File: src/rtl/cray_vec_pkg.sv
// Shared vector-unit definitions: functional-unit source codes, streamer state
// encoding and the write-slot timing constants used by the memory streamer.
package cray_vec_pkg;

  localparam logic [2:0] FU_ADD   = 3'b000;
  localparam logic [2:0] FU_LOG   = 3'b001;
  localparam logic [2:0] FU_SHIFT = 3'b010;
  localparam logic [2:0] FU_MUL   = 3'b011;
  localparam logic [2:0] FU_RECIP = 3'b100;
  localparam logic [2:0] FU_MEM   = 3'b111;

  // A write-started register expects element k at start + fu_time + WSLOT_OFS + k.
  localparam int WSLOT_OFS    = 5;
  localparam int FU_TIME_BIAS = 4;

  typedef enum logic [2:0] {
    IDLE     = 3'd0,
    LD_REQ   = 3'd1,
    LD_DRAIN = 3'd2,
    ST_WAIT  = 3'd3,
    ST_REQ   = 3'd4
  } vms_state_e;

endpackage

File: src/rtl/vec_addr_gen.sv
// Strided address generator: loads base/stride on start, steps by stride per
// issued request, wrapping modulo 2^ADDR_W.
module vec_addr_gen #(
  parameter int ADDR_W = 24
) (
  input  logic              clk,
  input  logic              rst,
  input  logic              load,
  input  logic              adv,
  input  logic [ADDR_W-1:0] base,
  input  logic [ADDR_W-1:0] stride,
  output logic [ADDR_W-1:0] addr
);

  logic [ADDR_W-1:0] stride_q;

  always_ff @(posedge clk or negedge rst) begin
    if (!rst) begin
      addr     <= '0;
      stride_q <= '0;
    end else if (load) begin
      addr     <= base;
      stride_q <= stride;
    end else if (adv) begin
      addr     <= addr + stride_q;
    end
  end

endmodule

File: src/rtl/vec_mem_stream.sv
// Vector load/store streamer between central memory and one vector register:
// strided reads feed the register's MEM write source, stores drain it to memory.
module vec_mem_stream
  import cray_vec_pkg::*;
#(
  parameter int WIDTH    = 64,
  parameter int ADDR_W   = 24,
  parameter int LOGDEPTH = 6,
  parameter int MEM_LAT  = 11,
  parameter int RD_LAT   = 5
) (
  input  logic                clk,
  input  logic                rst,
  input  logic                i_start,
  input  logic                i_store,
  input  logic [ADDR_W-1:0]   i_base,
  input  logic [ADDR_W-1:0]   i_stride,
  input  logic [LOGDEPTH:0]   i_vector_length,
  output logic                o_busy,
  output logic                o_done,
  output logic                o_mem_req,
  output logic                o_mem_we,
  output logic [ADDR_W-1:0]   o_mem_addr,
  output logic [WIDTH-1:0]    o_mem_wdata,
  input  logic [WIDTH-1:0]    i_mem_rdata,
  output logic                o_vwrite_start,
  output logic                o_vread_start,
  output logic [2:0]          o_fu,
  output logic [3:0]          o_fu_time,
  output logic [WIDTH-1:0]    o_vdata,
  input  logic [WIDTH-1:0]    i_vdata
);

  localparam int LAT_W   = 8;
  localparam int FU_TIME = MEM_LAT - FU_TIME_BIAS;
  // Drain ends on the last element's write slot: slot = 1 + FU_TIME + WSLOT_OFS + (VL-1).
  localparam int DRAIN_CNT = FU_TIME + WSLOT_OFS - 1;
  localparam logic [LOGDEPTH:0] MAX_VL = (LOGDEPTH+1)'(1 << LOGDEPTH);

  vms_state_e        state, state_nxt;
  logic [LOGDEPTH:0] vl_q, elem, vl_clamp;
  logic [LAT_W-1:0]  lat;
  logic              zero_done, start_ok, last_elem, fin, vl_nz;
  logic [WIDTH-1:0]  vdata_q;

  assign vl_clamp  = (i_vector_length > MAX_VL) ? MAX_VL : i_vector_length;
  assign vl_nz     = (vl_clamp != '0);
  assign start_ok  = i_start & ~o_busy;
  assign last_elem = (elem == vl_q - 1'b1);

  always_comb begin
    state_nxt = state;
    fin       = 1'b0;
    case (state)
      IDLE:     if (start_ok && vl_nz) state_nxt = i_store ? ST_WAIT : LD_REQ;
      LD_REQ:   if (last_elem) state_nxt = LD_DRAIN;
      LD_DRAIN: if (lat == '0) begin
                  state_nxt = IDLE;
                  fin       = 1'b1;
                end
      ST_WAIT:  if (lat == '0) state_nxt = ST_REQ;
      ST_REQ:   if (last_elem) begin
                  state_nxt = IDLE;
                  fin       = 1'b1;
                end
      default:  state_nxt = IDLE;
    endcase
  end

  always_ff @(posedge clk or negedge rst) begin
    if (!rst) state <= IDLE;
    else      state <= state_nxt;
  end

  always_ff @(posedge clk or negedge rst) begin
    if (!rst) begin
      vl_q           <= '0;
      elem           <= '0;
      lat            <= '0;
      zero_done      <= 1'b0;
      o_vwrite_start <= 1'b0;
      o_vread_start  <= 1'b0;
    end else begin
      // VL=0 never leaves IDLE; this flag alone carries busy/done for one cycle.
      zero_done      <= start_ok & ~vl_nz;
      o_vwrite_start <= start_ok & ~i_store & vl_nz;
      o_vread_start  <= start_ok &  i_store & vl_nz;
      if (start_ok) begin
        vl_q <= vl_clamp;
        elem <= '0;
        lat  <= LAT_W'(RD_LAT);
      end else begin
        case (state)
          LD_REQ, ST_REQ: begin
            elem <= elem + 1'b1;
            if (state == LD_REQ && last_elem) lat <= LAT_W'(DRAIN_CNT);
          end
          LD_DRAIN, ST_WAIT: if (lat != '0) lat <= lat - 1'b1;
          default: ;
        endcase
      end
    end
  end

  always_ff @(posedge clk or negedge rst) begin
    if (!rst) begin
      vdata_q <= '0;
      o_vdata <= '0;
    end else begin
      vdata_q <= i_vdata;
      o_vdata <= i_mem_rdata;
    end
  end

  assign o_busy      = (state != IDLE) | zero_done;
  assign o_done      = fin | zero_done;
  assign o_mem_req   = (state == LD_REQ) | (state == ST_REQ);
  assign o_mem_we    = (state == ST_REQ);
  assign o_mem_wdata = vdata_q;
  assign o_fu        = FU_MEM;
  assign o_fu_time   = 4'(FU_TIME);

  vec_addr_gen #(.ADDR_W(ADDR_W)) u_addr (
    .clk    (clk),
    .rst    (rst),
    .load   (start_ok),
    .adv    (o_mem_req),
    .base   (i_base),
    .stride (i_stride),
    .addr   (o_mem_addr)
  );

endmodule

File: config.mk
export PLATFORM = sky130hd
export DESIGN_NAME = vec_mem_stream
export DESIGN_NICKNAME = d
export VERILOG_FILES = /design/src/rtl/cray_vec_pkg.sv /design/src/rtl/vec_addr_gen.sv /design/src/rtl/vec_mem_stream.sv
export SDC_FILE = /design/constraint.sdc
export NUM_CORES = 1
export LEC_CHECK = 0
export ABC_CLOCK_PERIOD_IN_PS = 6900
export CAP_MARGIN = 20
export CORE_AREA = 2 2 138 140
export CTS_BUF_LIST = sky130_fd_sc_hd__clkbuf_4 sky130_fd_sc_hd__clkbuf_8
export CTS_CLUSTER_SIZE = 8
export DETAILED_ROUTE_END_ITERATION = 7
export DIE_AREA = 0 0 140 142
export HOLD_SLACK_MARGIN = 0.06
export PLACE_DENSITY = 0.94
export SETUP_SLACK_MARGIN = 0.15
export SLEW_MARGIN = 20
export SYNTH_ARGS = -nofsm -noshare
export SYNTH_HDL_FRONTEND = slang
export SYNTH_SLANG_ARGS = --single-unit
File: constraint.sdc
create_clock -name clk -period 6.9 [get_ports clk]
set_input_delay 0.69 -clock clk [delete_from_list [all_inputs] [get_ports clk]]
set_output_delay 0.69 -clock clk [all_outputs]
set_load 0.01 [all_outputs]
==> results of run 1 <==
==> Yosys cell counts (all sizes together) (7+ instances only) <==
master / n / area share (%)
a21o: 12 / 1.1
a21oi: 33 / 2.1
a22oi: 7 / 0.65
and3: 11 / 0.85
buf: 12 / 1.2
clkbuf: 24 / 1.4
dfrtp: 204 / 63
ha: 27 / 4.2
inv: 15 / 0.70
nand2: 110 / 5.1
nand2b: 7 / 0.54
nand3: 15 / 1.1
nor2: 28 / 1.3
nor2b: 7 / 0.54
nor3: 14 / 0.99
o21ai: 23 / 1.4
o22ai: 10 / 0.95
xnor2: 18 / 2.0
xor2: 13 / 1.4
==> cells in the final DEF (no fill, tap or decap), drive strengths merged, types with 5 or more instances in the layout <==
master	netlist	routed
and3	11	11
mux2i	5	5
nand2b	7	7
xnor2	18	18
nand3	15	15
o21ai	23	23
conb	2	7
nand2	110	110
a22oi	7	7
a21oi	33	33
nor2	28	28
and2	6	6
nor3	14	14
a221oi	6	6
ha	27	27
inv	15	17
xor2	13	13
a21o	12	12
clkbuf	24	59
a31oi	6	6
nor4	5	5
nand3b	6	6
dfrtp	204	204
clkdlybuf4s50	0	343
nor2b	7	7
o22ai	10	10
==> metal layers <==
layer	track usage, %	share of wire [%]	vias to the layer above
li1	-	-	3045
met1	30.00	36	3288
met3	9.489	9.5	61
met4	10.26	3.4	4
met5	0	0.096	-
met2	44.85	51	297
==> sequential cells by signal (all words and copies together) (netlist names) <==
name,cells
elem,7
lat,8
o_mem_wdata,64
o_vdata,64
o_vread_start,1
o_vwrite_start,1
state,3
u_addr.addr,24
u_addr.stride_q,24
vl_q,7
zero_done,1
==> kinds of logic after synthesis <==
| group | after synthesis | share of synthesized area (%) |
|---|---|---|
| simple gates | 222 | 13.17 |
| mux | 7 | 0.9463 |
| xor+xnor | 31 | 3.366 |
| flops | 204 | 63.30 |
| compound gates | 132 | 11.45 |
| fa+ha+maj | 28 | 4.437 |
| buf+inv | 51 | 3.242 |
| other cells | 2 | 0.09312 |
==> final cells by class <==
type                            count  area share [%]
Clock buffer                       58           5.721
Inverter                           15          0.4533
Timing Repair Buffer              347           27.96
Clock inverter                      6          0.5238
Multi-Input combinational cell    427           21.89
Tap cell                          234           2.357
Sequential cell                   204           41.10
==> power groups by stage <==
stage	Combinational (mW)	Sequential [mW]	Clock, mW
6_report	2.15	1.64	1.20
2_1_floorplan	1.41	1.65	0
5_1_grt	2.37	1.67	1.27
4_1_cts	2.14	1.64	1.22
3_3_place_gp	2.04	1.64	0
3_5_place_dp	2.11	1.65	0
==> stage by stage <==
step	power (mW)	hold WS (ns)
after detailed placement	3.762	0.4731
after CTS	4.991	0.3612
after global routing	5.308	0.4079
after global placement	3.681	0.4613
final	4.986	0.3255
after floorplan	3.064	0.3944
==> worst max-delay path by stage <==
stage                           startpoint                          end
2_1_floorplan  u_addr.addr[20]$_DFFE_PN0P_  u_addr.addr[23]$_DFFE_PN0P_
3_3_place_gp          state[0]$_DFFE_PN0P_  u_addr.addr[20]$_DFFE_PN0P_
3_5_place_dp          state[0]$_DFFE_PN0P_  u_addr.addr[20]$_DFFE_PN0P_
4_1_cts               state[0]$_DFFE_PN0P_                    o_mem_req
5_1_grt               state[0]$_DFFE_PN0P_                    o_mem_req
6_report              state[0]$_DFFE_PN0P_                    o_mem_req
==> critical path: cells and delay by family (launching register included) <==
| family | cells | cell delay (ns) |
|---|---|---|
| DFF | 1 | 0.44 |
| buffers and inverters | 2 | 1.25 |
| and+or+nand+nor | 1 | 0.51 |
| xor gates and xnor gates | 1 | 0.18 |
==> summary.txt, run 1 <==
Setup path
  • Req. time, crit path: 6.21 ns
  • Type of destination of the critical path: output port
  • Crit-path cells: xor2_1 > nand2b_1 > inv_2 > clkdlybuf4s50_1
  • Crit path launch type: register
  • Critical path fanouts, max: 24
  • Worst setup slack for register-to-register paths: 3.58 ns
  • Worst R2R Start: state[0]$_DFFE_PN0P_
  • WP data arrival: 2.91 ns
  • Crit Path Class: register to output port
  • Depth of the most critical reg-to-reg path: 7
  • Master of the slowest instance on the critical path: sky130_fd_sc_hd__clkdlybuf4s50_1
  • Largest stage delay on the critical path: 0.64 ns
  • Worst R2R End: u_addr.addr[20]$_DFFE_PN0P_

Final layout
  • Non-filler cells, final: 1291
  • Area of all placed cells without fillers: 12420 sq um
  • Layout overhead on the synthesized area: 54.02%
  • Ratio of cells with drive above 1 in the final layout: 7.947%
  • Fill cells: 1326
  • Total inserted antenna cells: 0
  • Share of the core filled with cells in the final layout: 67.31%
  • Sequential standard cell area: 5105 sq um
  • Area taken by multi-input logic gates: 2719 sq um
  • Post-layout nets: 1247

Power and ir drop
  • Share of total power in combinational logic: 43.1%
  • Leakage power of the design: 5.564 nW
  • Net switching share of the total power: 37.81%
  • Total power density per cell area: 401.4 nW/um^2
  • Relative contribution of the clock network to total power: 24.0%
  • Part of the total power dissipated in sequential elements: 32.9%
  • Worst IR drop on VDD: 200.6 uV
  • Switching Power: 1.885 mW
  • Power Internal: 3.101 mW

Synthesis
  • Sequential share of the synthesized area: 63.30%
  • Number of enable-type register cells in the synthesized netlist: 0
  • Total number of yosys warnings: 0
  • Post-Syn Area per Cell: 11.91 sq um
  • Dominant synthesized flop cell: sky130_fd_sc_hd__dfrtp_1
  • Async set or reset register ratio after synthesis: 100.0%
  • Mapped Cells: 677
  • Number of distinct library cells after synthesis: 65
  • Area of the mapped netlist: 8065 sq um
  • Flop and latch count out of synthesis: 204

Placed design
  • Number of instances in the placed design: 1227
  • Buffers added on ports: 344
  • Cell area after placement: 11640 sq um
  • Total half-perimeter wirelength after legalization and detailed placement: 19470 microns
  • Pre-CTS setup slack: 3.574 ns
  • Routability cong.: 0.8897

Global routing
  • Number of global-route vias before repair: 7069
  • Gr ovfl total: 0
  • First-pass GRT wire length: 39410 microns
  • Largest net degree at the start of global routing: 123
  • Total routing usage reported by global routing: 26.11%
  • Number of antenna violations at the first check in global routing: 2

STA
  • Final clock period utilization by the worst path: 52.22%
  • Max-slew headroom: 34.27%
  • Final slew viol count: 0
  • Slew @ Worst Pin: 0.9859 ns
  • Final number of setup-violating endpoints: 0
  • Fin Clk Skew: 0.01840 ns
  • Number of hold violations in the final report: 0
  • Setup TNS: 0 ns
  • Worst path setup slack after routing: 3.297 ns
  • Minimum clock period: 3.603 ns
  • FMAX: 277.5 MHz
  • RSZ-0062 raised after global routing: false

CTS
  • Number of instances resized during post-cts repair: 0
  • Maximum level of the CTS H-tree: 2
  • Sink count of the clock tree: 204
  • Library cell used as clock root buffer: sky130_fd_sc_hd__clkbuf_8
  • TritonCTS clock tree: done
  • Insertion delay of the later-clocked pin in the worst-skew pair: 0.53 ns
  • Hold-fix buffers at CTS: 0
  • Maximum clock insertion buffer count: 3
  • TritonCTS Buffers: 37
  • Setup repair bufs after CTS: 0
  • Clock slew at the register clock pins of the worst setup and hold paths: 0.06 ns

Die
  • Count of boundary I/O pins: 352
  • Area inside the core boundary: 18460 sq um
  • Horizontal die dimension: 140 microns
  • Die Y: 142 microns
  • Area of the die: 19880 sq um
  • Number of rows created at floorplan: 50
  • Initial standard-cell utilization of the core: 43.70%

Drt
  • Via total after detailed routing: 6695
  • Detailed-router iteration count before antenna repair: 8
  • DRC violations left: 10
  • DRC violation total after the first TritonRoute iteration: 380
  • WL per Instance: 20.26 microns
  • Vias per std cell: 5.186
  • Post-detailed-routing wire length: 26150 microns
  • Final antenna-violating net count: 0

Hold path
  • Hold Path Class: input port to asynchronous set/reset pin

Run status
  • Status: complete, but fails checks
  • Violations in the final reports: design-rule violations

Run
  • MaxCap Viol Count: 0
(Power assumes the default switching activity.)
==> inputs of run 2 (changes only) <==
--- a/config.mk
+++ b/config.mk
@@ -5,13 +5,12 @@
 export SDC_FILE = /design/constraint.sdc
 export NUM_CORES = 1
 export LEC_CHECK = 0
-export ABC_CLOCK_PERIOD_IN_PS = 6900
+export ABC_CLOCK_PERIOD_IN_PS = 3400
 export CAP_MARGIN = 20
-export CORE_AREA = 2 2 138 140
+export CORE_UTILIZATION = 44
 export CTS_BUF_LIST = sky130_fd_sc_hd__clkbuf_4 sky130_fd_sc_hd__clkbuf_8
 export CTS_CLUSTER_SIZE = 8
 export DETAILED_ROUTE_END_ITERATION = 7
-export DIE_AREA = 0 0 140 142
 export HOLD_SLACK_MARGIN = 0.06
 export PLACE_DENSITY = 0.94
 export SETUP_SLACK_MARGIN = 0.15
==> constraint.sdc (replaced) <==
create_clock -name clk -period 3.4 [get_ports clk]
set_input_delay 0.34 -clock clk [delete_from_list [all_inputs] [get_ports clk]]
set_output_delay 0.34 -clock clk [all_outputs]
set_load 0.01 [all_outputs]
==> run 2 against run 1 <==
Against the previous run: power grew 100%; global-route usage grew 0.34 points; the flow now finishes without violations; count of clock-buffer cells in the layout down 4.
==> summary.txt, run 2 (same netlist as run 1, synthesis figures left out) <==
Drt
  • DRC violation total after the first TritonRoute iteration: 355
  • Post-detailed-routing wire length: 24820 microns
  • Final antenna-violating net count: 0
  • Vias per std cell: 5.103
  • Detailed-router iteration count before antenna repair: 5
  • WL per Instance: 19.21 microns
  • Via total after detailed routing: 6593
  • DRC violations left: 0

STA
  • Setup TNS: 0 ns
  • Fin Clk Skew: 0.01232 ns
  • Minimum clock period: 3.151 ns
  • Min Hold Slack: 0.2548 ns
  • Max-slew headroom: 33.70%
  • Final clock period utilization by the worst path: 92.69%
  • RSZ-0062 raised after global routing: false
  • Number of hold violations in the final report: 0
  • Final slew viol count: 0
  • Slew @ Worst Pin: 0.9908 ns
  • FMAX: 317.3 MHz
  • Final number of setup-violating endpoints: 0

Run
  • MaxCap Viol Count: 0

Global routing
  • Global routing usage on met3: 10.67%
  • Largest net degree at the start of global routing: 100
  • Met2 capacity usage during global routing: 45.20%
  • Total routing usage reported by global routing: 26.45%
  • Number of antenna violations at the first check in global routing: 5
  • Gr ovfl total: 0
  • Number of global-route vias before repair: 6741
  • First-pass GRT wire length: 36920 microns
  • Routing layer with the top usage in global route: met2
  • Routing usage on met1: 28.65%

CTS
  • Maximum level of the CTS H-tree: 2
  • Maximum clock insertion buffer count: 3
  • Library cell used as clock root buffer: sky130_fd_sc_hd__clkbuf_8
  • TritonCTS clock tree: done
  • Sink count of the clock tree: 204
  • Clock slew at the register clock pins of the worst setup and hold paths: 0.06 ns
  • Insertion delay of the later-clocked pin in the worst-skew pair: 0.51 ns
  • TritonCTS Buffers: 36

Setup path
  • Crit. Startpoint: vl_q[2]$_DFFE_PN0P_
  • Worst path bufs/invs: 2
  • Destination of the critical timing path: o_done
  • Crit-path cells: nor3_4 > mux2_1 > mux2i_1 > a21oi_1 > nand3_1 > inv_1 > a211o_1 > clkdlybuf4s50_1
  • Worst R2R Start: u_addr.addr[8]$_DFFE_PN0P_
  • Depth of the most critical reg-to-reg path: 8
  • Req. time, crit path: 3.06 ns
  • Largest stage delay on the critical path: 0.47 ns
  • Worst R2R End: u_addr.addr[22]$_DFFE_PN0P_
  • WP data arrival: 2.81 ns
  • Crit path launch type: register
  • Worst setup slack for register-to-register paths: 0.88 ns
  • Number of cells on the critical path: 8
  • Type of destination of the critical path: output port
  • Critical path fanouts, max: 4
  • Master of the slowest instance on the critical path: sky130_fd_sc_hd__clkdlybuf4s50_1
  • Crit Path Class: register to output port
  • Cell type group with the largest total delay on the critical path: buffers and inverters

Placed design
  • Routability cong.: 0.8797
  • Total half-perimeter wirelength after legalization and detailed placement: 18670 microns
  • Buffers added on ports: 344

Die
  • Die Y: 137.4 microns
  • Area inside the core boundary: 17960 sq um
  • Initial standard-cell utilization of the core: 44.90%
  • Number of rows created at floorplan: 49
  • Count of boundary I/O pins: 352
  • Area of the die: 18880 sq um
  • Horizontal die dimension: 137.4 microns

Power and ir drop
  • Share of total power in combinational logic: 44.3%
  • Total power density per cell area: 808.0 nW/um^2
  • Switching Power: 3.799 mW
  • Power Internal: 6.272 mW
  • Net switching share of the total power: 37.72%
  • Relative contribution of the clock network to total power: 22.7%
  • Part of the total power dissipated in sequential elements: 33.0%
  • Leakage power of the design: 5.582 nW
  • Worst IR drop on VDD: 558.5 uV

Run status
  • Status: finished, final reports clean

Final layout
  • Layout overhead on the synthesized area: 54.55%
  • Fill cells: 1240
  • Leading cell type in the layout, fill and taps excluded: sky130_fd_sc_hd__clkdlybuf4s50_1
  • Sequential standard cell area: 5106 sq um
  • Post-layout nets: 1257
  • Area taken by multi-input logic gates: 2725 sq um
  • Share of the core filled with cells in the final layout: 69.39%
  • Ratio of cells with drive above 1 in the final layout: 8.380%
  • Most used cells in the layout excluding fill and tap cells: 343 x sky130_fd_sc_hd__clkdlybuf4s50_1, 203 x sky130_fd_sc_hd__dfrtp_1, 110 x sky130_fd_sc_hd__nand2_1

Hold path
  • Hold Path Class: input port to register
  • Startpoint of the lowest-slack hold path: i_vdata[37]
run 2: power groups by stage:
stage / Sequential, mW / Clock, mW / Combinational, mW
5_1_grt: 3.37 / 2.46 / 4.89
3_3_place_gp: 3.31 / 0 / 4.21
6_report: 3.32 / 2.29 / 4.46
2_1_floorplan: 3.36 / 0 / 2.86
3_5_place_dp: 3.34 / 0 / 4.35
4_1_cts: 3.31 / 2.35 / 4.40
run 2: per-layer routing:
metal  part of all wire (%)  wire length [microns]
met5                   0.15                     38
met4                    4.2                   1032
met3                    9.2                   2273
met2                     51                  12620
met1                     36                   8849
run 2: area by class of cell:
class / count / share of cell area (%)
clock inverter: 4 / 0.4116
sequential: 204 / 40.97
clock buffer: 54 / 5.360
antenna: 1 / 0.02008
multi-input combinational: 427 / 21.86
inverter: 15 / 0.4517
timing repair buffer: 358 / 28.63
tap: 229 / 2.299
run 2: per-stage QoR:
step           setup WS [ns]  std cells  cell area, sq um  power, mW
2_1_floorplan          1.031        682              8084      6.218
3_3_place_gp          0.8891       1227             11690      7.515
3_5_place_dp          0.7845       1227             11690      7.694
4_1_cts               0.2147       1286             12420      10.06
5_1_grt               0.1272       1291             12460      10.72
6_report              0.2486       1292             12460      10.07
run 2: how the worst min path moves through the flow:
stage,end,slack (ns),cells after the start
2_1_floorplan,elem[0]$_DFFE_PN0P_,0.04,0
3_3_place_gp,o_vdata[56]$_DFF_PN0_,0.43,1
3_5_place_dp,lat[0]$_DFFE_PN0P_,0.44,1
4_1_cts,o_mem_wdata[37]$_DFF_PN0_,0.22,1
5_1_grt,o_mem_wdata[21]$_DFF_PN0_,0.23,1
6_report,o_mem_wdata[37]$_DFF_PN0_,0.25,1
run 2: worst register-to-register path, cell delays in order, from the launching register on:
cell and delay (ns):
sky130_fd_sc_hd__dfrtp_1 0.40, sky130_fd_sc_hd__ha_1 0.39, sky130_fd_sc_hd__a21o_1 0.25, sky130_fd_sc_hd__a221oi_2 0.33
sky130_fd_sc_hd__nor2_1 0.10, sky130_fd_sc_hd__o31ai_1 0.44, sky130_fd_sc_hd__a21boi_1 0.15, sky130_fd_sc_hd__o21a_1 0.20
sky130_fd_sc_hd__o31ai_1 0.18
run 2: repair_timing:
| item | CTS | global route |
|---|---|---|
| hold buffers | 1 | 0 |
| endpoints found under the hold margin | 96 | 0 |
| setup buffers | 0 | 5 |
| setup endpoints to repair | 0 | 1 |
| gates resized for setup | 0 | 2 |
==> inputs of run 3 (changes only) <==
--- a/config.mk
+++ b/config.mk
@@ -5,6 +5,7 @@
 export SDC_FILE = /design/constraint.sdc
 export NUM_CORES = 1
 export LEC_CHECK = 0
+export ABC_AREA = 1
 export ABC_CLOCK_PERIOD_IN_PS = 3400
 export CAP_MARGIN = 20
 export CORE_UTILIZATION = 44
@@ -12,8 +13,9 @@
 export CTS_CLUSTER_SIZE = 8
 export DETAILED_ROUTE_END_ITERATION = 7
 export HOLD_SLACK_MARGIN = 0.06
-export PLACE_DENSITY = 0.94
+export PLACE_DENSITY = 0.93
 export SETUP_SLACK_MARGIN = 0.15
+export SKIP_LAST_GASP = 1
 export SLEW_MARGIN = 20
 export SYNTH_ARGS = -nofsm -noshare
 export SYNTH_HDL_FRONTEND = slang
==> run 3 against run 2 <==
Against the previous run: sequential share of layout area fell by 0.93 points; synthesized cell count increased by 30%; routed wire length grew 9.3%; power increased by 5.9%; clock power decreased by 6%; worst setup slack better by 0.19 ns; first-iteration DRC count grew 25%; maximum frequency is 6.5% higher; flip-flop and latch count did not move; largest cell class unchanged; largest power group unchanged.
==> summary.txt, run 3 <==
Run status
  • Status: finished, final reports clean

Power and ir drop
  • Relative contribution of the clock network to total power: 20.3%
  • Leakage power of the design: 6.054 nW
  • Net switching share of the total power: 41.79%
  • Part of the total power dissipated in sequential elements: 30.9%
  • Share of total power in combinational logic: 48.8%
  • Power Internal: 6.205 mW
  • Switching Power: 4.455 mW
  • Total power density per cell area: 835.9 nW/um^2
  • Worst IR drop on VDD: 365.7 uV

Final layout
  • Share of the core filled with cells in the final layout: 68.17%
  • Leading cell type in the layout, fill and taps excluded: sky130_fd_sc_hd__clkdlybuf4s50_1
  • Most used cells in the layout excluding fill and tap cells: 343 x sky130_fd_sc_hd__clkdlybuf4s50_1, 268 x sky130_fd_sc_hd__nand2_1, 204 x sky130_fd_sc_hd__dfrtp_1
  • Area of all placed cells without fillers: 12750 sq um
  • Layout overhead on the synthesized area: 51.87%
  • Fill cells: 1445
  • Post-layout nets: 1468
  • Ratio of cells with drive above 1 in the final layout: 6.530%

Synthesis
  • Area of the mapped netlist: 8397 sq um
  • Cell taking the most area after synthesis: sky130_fd_sc_hd__dfrtp_1
  • Area contributors post-synth: sky130_fd_sc_hd__dfrtp_1 61%, sky130_fd_sc_hd__nand2_1 12%, sky130_fd_sc_hd__ha_1 4.0%
  • Number of enable-type register cells in the synthesized netlist: 0
  • Async set or reset register ratio after synthesis: 100.0%
  • Total number of yosys warnings: 0
  • Sequential share of the synthesized area: 60.80%
  • Flop and latch count out of synthesis: 204
  • Number of distinct library cells after synthesis: 37
  • Commonest cells in the synthesized netlist: 268 x sky130_fd_sc_hd__nand2_1, 204 x sky130_fd_sc_hd__dfrtp_1, 74 x sky130_fd_sc_hd__nor2_1
  • Post-Syn Area per Cell: 9.509 sq um
  • Share of the synthesized area in the top cell type: 60.80%
  • Cell with the most instances after synthesis: sky130_fd_sc_hd__nand2_1
  • Mapped Cells: 883
  • Dominant synthesized flop cell: sky130_fd_sc_hd__dfrtp_1

Setup path
  • Crit Path Class: register to output port
  • Critical path fanouts, max: 6
  • Number of cells on the critical path: 10
  • Crit. Startpoint: vl_q[0]$_DFFE_PN0P_
  • Req. time, crit path: 3.06 ns
  • Master of the slowest instance on the critical path: sky130_fd_sc_hd__clkdlybuf4s50_1
  • Crit path launch type: register
  • Depth of the most critical reg-to-reg path: 13
  • Cell repeated most along the worst path: sky130_fd_sc_hd__nand2_1
  • Crit-path cells: inv_2 > ha_2 > xor2_1 > nand2_1 > nor2_1 > nand2_1 > nor2_2 > nand2_2 > o221ai_1 > clkdlybuf4s50_1
  • WP data arrival: 2.62 ns
  • Worst setup slack for register-to-register paths: 1.11 ns
  • Largest stage delay on the critical path: 0.56 ns
  • Worst R2R Start: u_addr.addr[0]$_DFFE_PN0P_
  • Worst path bufs/invs: 2
  • Type of destination of the critical path: output port
  • Worst R2R End: u_addr.addr[16]$_DFFE_PN0P_
  • Destination of the critical timing path: o_done
  • Cell type group with the largest total delay on the critical path: buffers and inverters

Drt
  • Final antenna-violating net count: 0
  • Post-detailed-routing wire length: 27130 microns
  • Via total after detailed routing: 7434
  • WL per Instance: 18.02 microns
  • DRC violation total after the first TritonRoute iteration: 445
  • Detailed-router iteration count before antenna repair: 5
  • DRC violations left: 0
  • Vias per std cell: 4.936

STA
  • Number of hold violations in the final report: 0
  • Slew @ Worst Pin: 0.7723 ns
  • Minimum clock period: 2.959 ns
  • Worst path setup slack after routing: 0.4406 ns
  • Fin Clk Skew: 0.01375 ns
  • FMAX: 337.9 MHz
  • Final number of setup-violating endpoints: 0
  • Final slew viol count: 0
  • RSZ-0062 raised after global routing: false
  • Max-slew headroom: 48.51%
  • Final clock period utilization by the worst path: 87.04%
  • Setup TNS: 0 ns

Die
  • Area of the die: 19640 sq um
  • Die Y: 140.1 microns
  • Number of rows created at floorplan: 50
  • Initial standard-cell utilization of the core: 44.89%
  • Horizontal die dimension: 140.1 microns
  • Count of boundary I/O pins: 352
  • Area inside the core boundary: 18710 sq um

Placed design
  • Cell area after placement: 12060 sq um
  • Buffers added on ports: 344
  • Routability cong.: 0.9070
  • Total half-perimeter wirelength after legalization and detailed placement: 20890 microns
  • Pre-CTS setup slack: 0.8862 ns

Hold path
  • Hold Path Class: input port to register

Global routing
  • Gr ovfl total: 0
  • First-pass GRT wire length: 41390 microns
  • Number of antenna violations at the first check in global routing: 1
  • Largest net degree at the start of global routing: 78
  • Total routing usage reported by global routing: 28.03%
  • Number of global-route vias before repair: 7476

CTS
  • Insertion delay of the later-clocked pin in the worst-skew pair: 0.51 ns
  • Maximum clock insertion buffer count: 3
  • Sink count of the clock tree: 204
  • Maximum level of the CTS H-tree: 2
  • TritonCTS clock tree: done
  • Clock slew at the register clock pins of the worst setup and hold paths: 0.06 ns
  • TritonCTS Buffers: 35
  • Library cell used as clock root buffer: sky130_fd_sc_hd__clkbuf_8

Run
  • MaxCap Viol Count: 0
## run 3: changes by cell type in the layout (fill, tap and decap cells not counted), sizes merged, moves of 13 or more
| cell | before | now |
|---|---|---|
| a21oi | 33 | 56 |
| xnor2 | 18 | 5 |
| nand2 | 110 | 275 |
| nor2 | 28 | 82 |
| nand3 | 15 | 57 |
| inv | 16 | 77 |
## run 3: routing by layer
layer  GRT usage [%]  share of wire, %
met1           33.26                38
met2           46.95                50
met3           9.162               8.6
met4           11.57               3.9
met5               0                 0
## run 3: logic make-up (layout without fill, tap and decap cells)
| family | Yosys count | count (layout) | synth area share (%) |
|---|---|---|---|
| flip-flops | 204 | 204 | 60.80 |
| adder cells (fa/ha/maj) | 28 | 28 | 4.262 |
| AO/OA/AOI/OAI | 98 | 98 | 6.169 |
| XOR/XNOR | 14 | 14 | 1.460 |
| AND/OR/NAND/NOR | 438 | 438 | 22.01 |
| other | 2 | 8 | 0.08944 |
| buffers and inverters | 99 | 482 | 5.215 |
## run 3: cell type report
type / count / area (sq um) / area share [%]
antenna: 1 / 2.502 / 0.01962
clock buffer: 53 / 660.6 / 5.181
clock inverter: 2 / 16.27 / 0.1276
inverter: 76 / 285.3 / 2.237
multi-input combinational: 585 / 2875 / 22.55
sequential: 204 / 5105 / 40.03
tap: 234 / 292.8 / 2.296
timing repair buffer: 351 / 3515 / 27.56
## run 3: what timing repair did
action	4_1_cts	5_1_grt
endpoints found under the hold margin	65	0
resized for setup	0	2
setup buffers	0	0
endpoints found under the setup margin	0	1
hold buffers	1	0
## run 3: how the worst min path moves through the flow
stage / start / slack [ns] / depth (start not counted) / to
after floorplan: rst / 0.04 / 0 / elem[0]$_DFFE_PN0P_
after global placement: rst / 0.39 / 1 / state[1]$_DFFE_PN0P_
after detailed placement: rst / 0.39 / 1 / state[2]$_DFFE_PN0P_
after CTS: i_mem_rdata[30] / 0.23 / 1 / o_vdata[30]$_DFF_PN0_
after global routing: i_mem_rdata[1] / 0.23 / 1 / o_vdata[1]$_DFF_PN0_
final: i_vdata[42] / 0.26 / 1 / o_mem_wdata[42]$_DFF_PN0_
## run 3: power groups by stage
stage          clock [mW]  combinational [mW]  sequential, mW
6_report             2.16                5.20            3.30
4_1_cts              2.22                5.18            3.29
3_5_place_dp            0                5.13            3.32
3_3_place_gp            0                5.01            3.30
5_1_grt              2.32                5.83            3.35
2_1_floorplan           0                3.39            3.35
## run 3: metrics by stage
step / std cells / power, mW / hold WS [ns]
floorplan: 888 / 6.732 / 0.04441
global placement: 1449 / 8.309 / 0.3857
detailed placement: 1449 / 8.458 / 0.3858
CTS: 1505 / 10.69 / 0.2304
global route: 1505 / 11.50 / 0.2325
finish: 1506 / 10.66 / 0.2640
## run 3: worst register-to-register path: stages, from the launching register on
cell,delay (ns)
sky130_fd_sc_hd__dfrtp_1,0.38
sky130_fd_sc_hd__ha_1,0.20
sky130_fd_sc_hd__inv_1,0.06
sky130_fd_sc_hd__fa_1,0.41
sky130_fd_sc_hd__inv_1,0.08
sky130_fd_sc_hd__nand3_1,0.10
sky130_fd_sc_hd__nand2_1,0.20
sky130_fd_sc_hd__nand3_1,0.10
sky130_fd_sc_hd__nand2_1,0.18
sky130_fd_sc_hd__nand3_1,0.10
sky130_fd_sc_hd__nand2_1,0.09
sky130_fd_sc_hd__nor2_1,0.04
sky130_fd_sc_hd__o21ai_0,0.16
sky130_fd_sc_hd__nand2_1,0.07
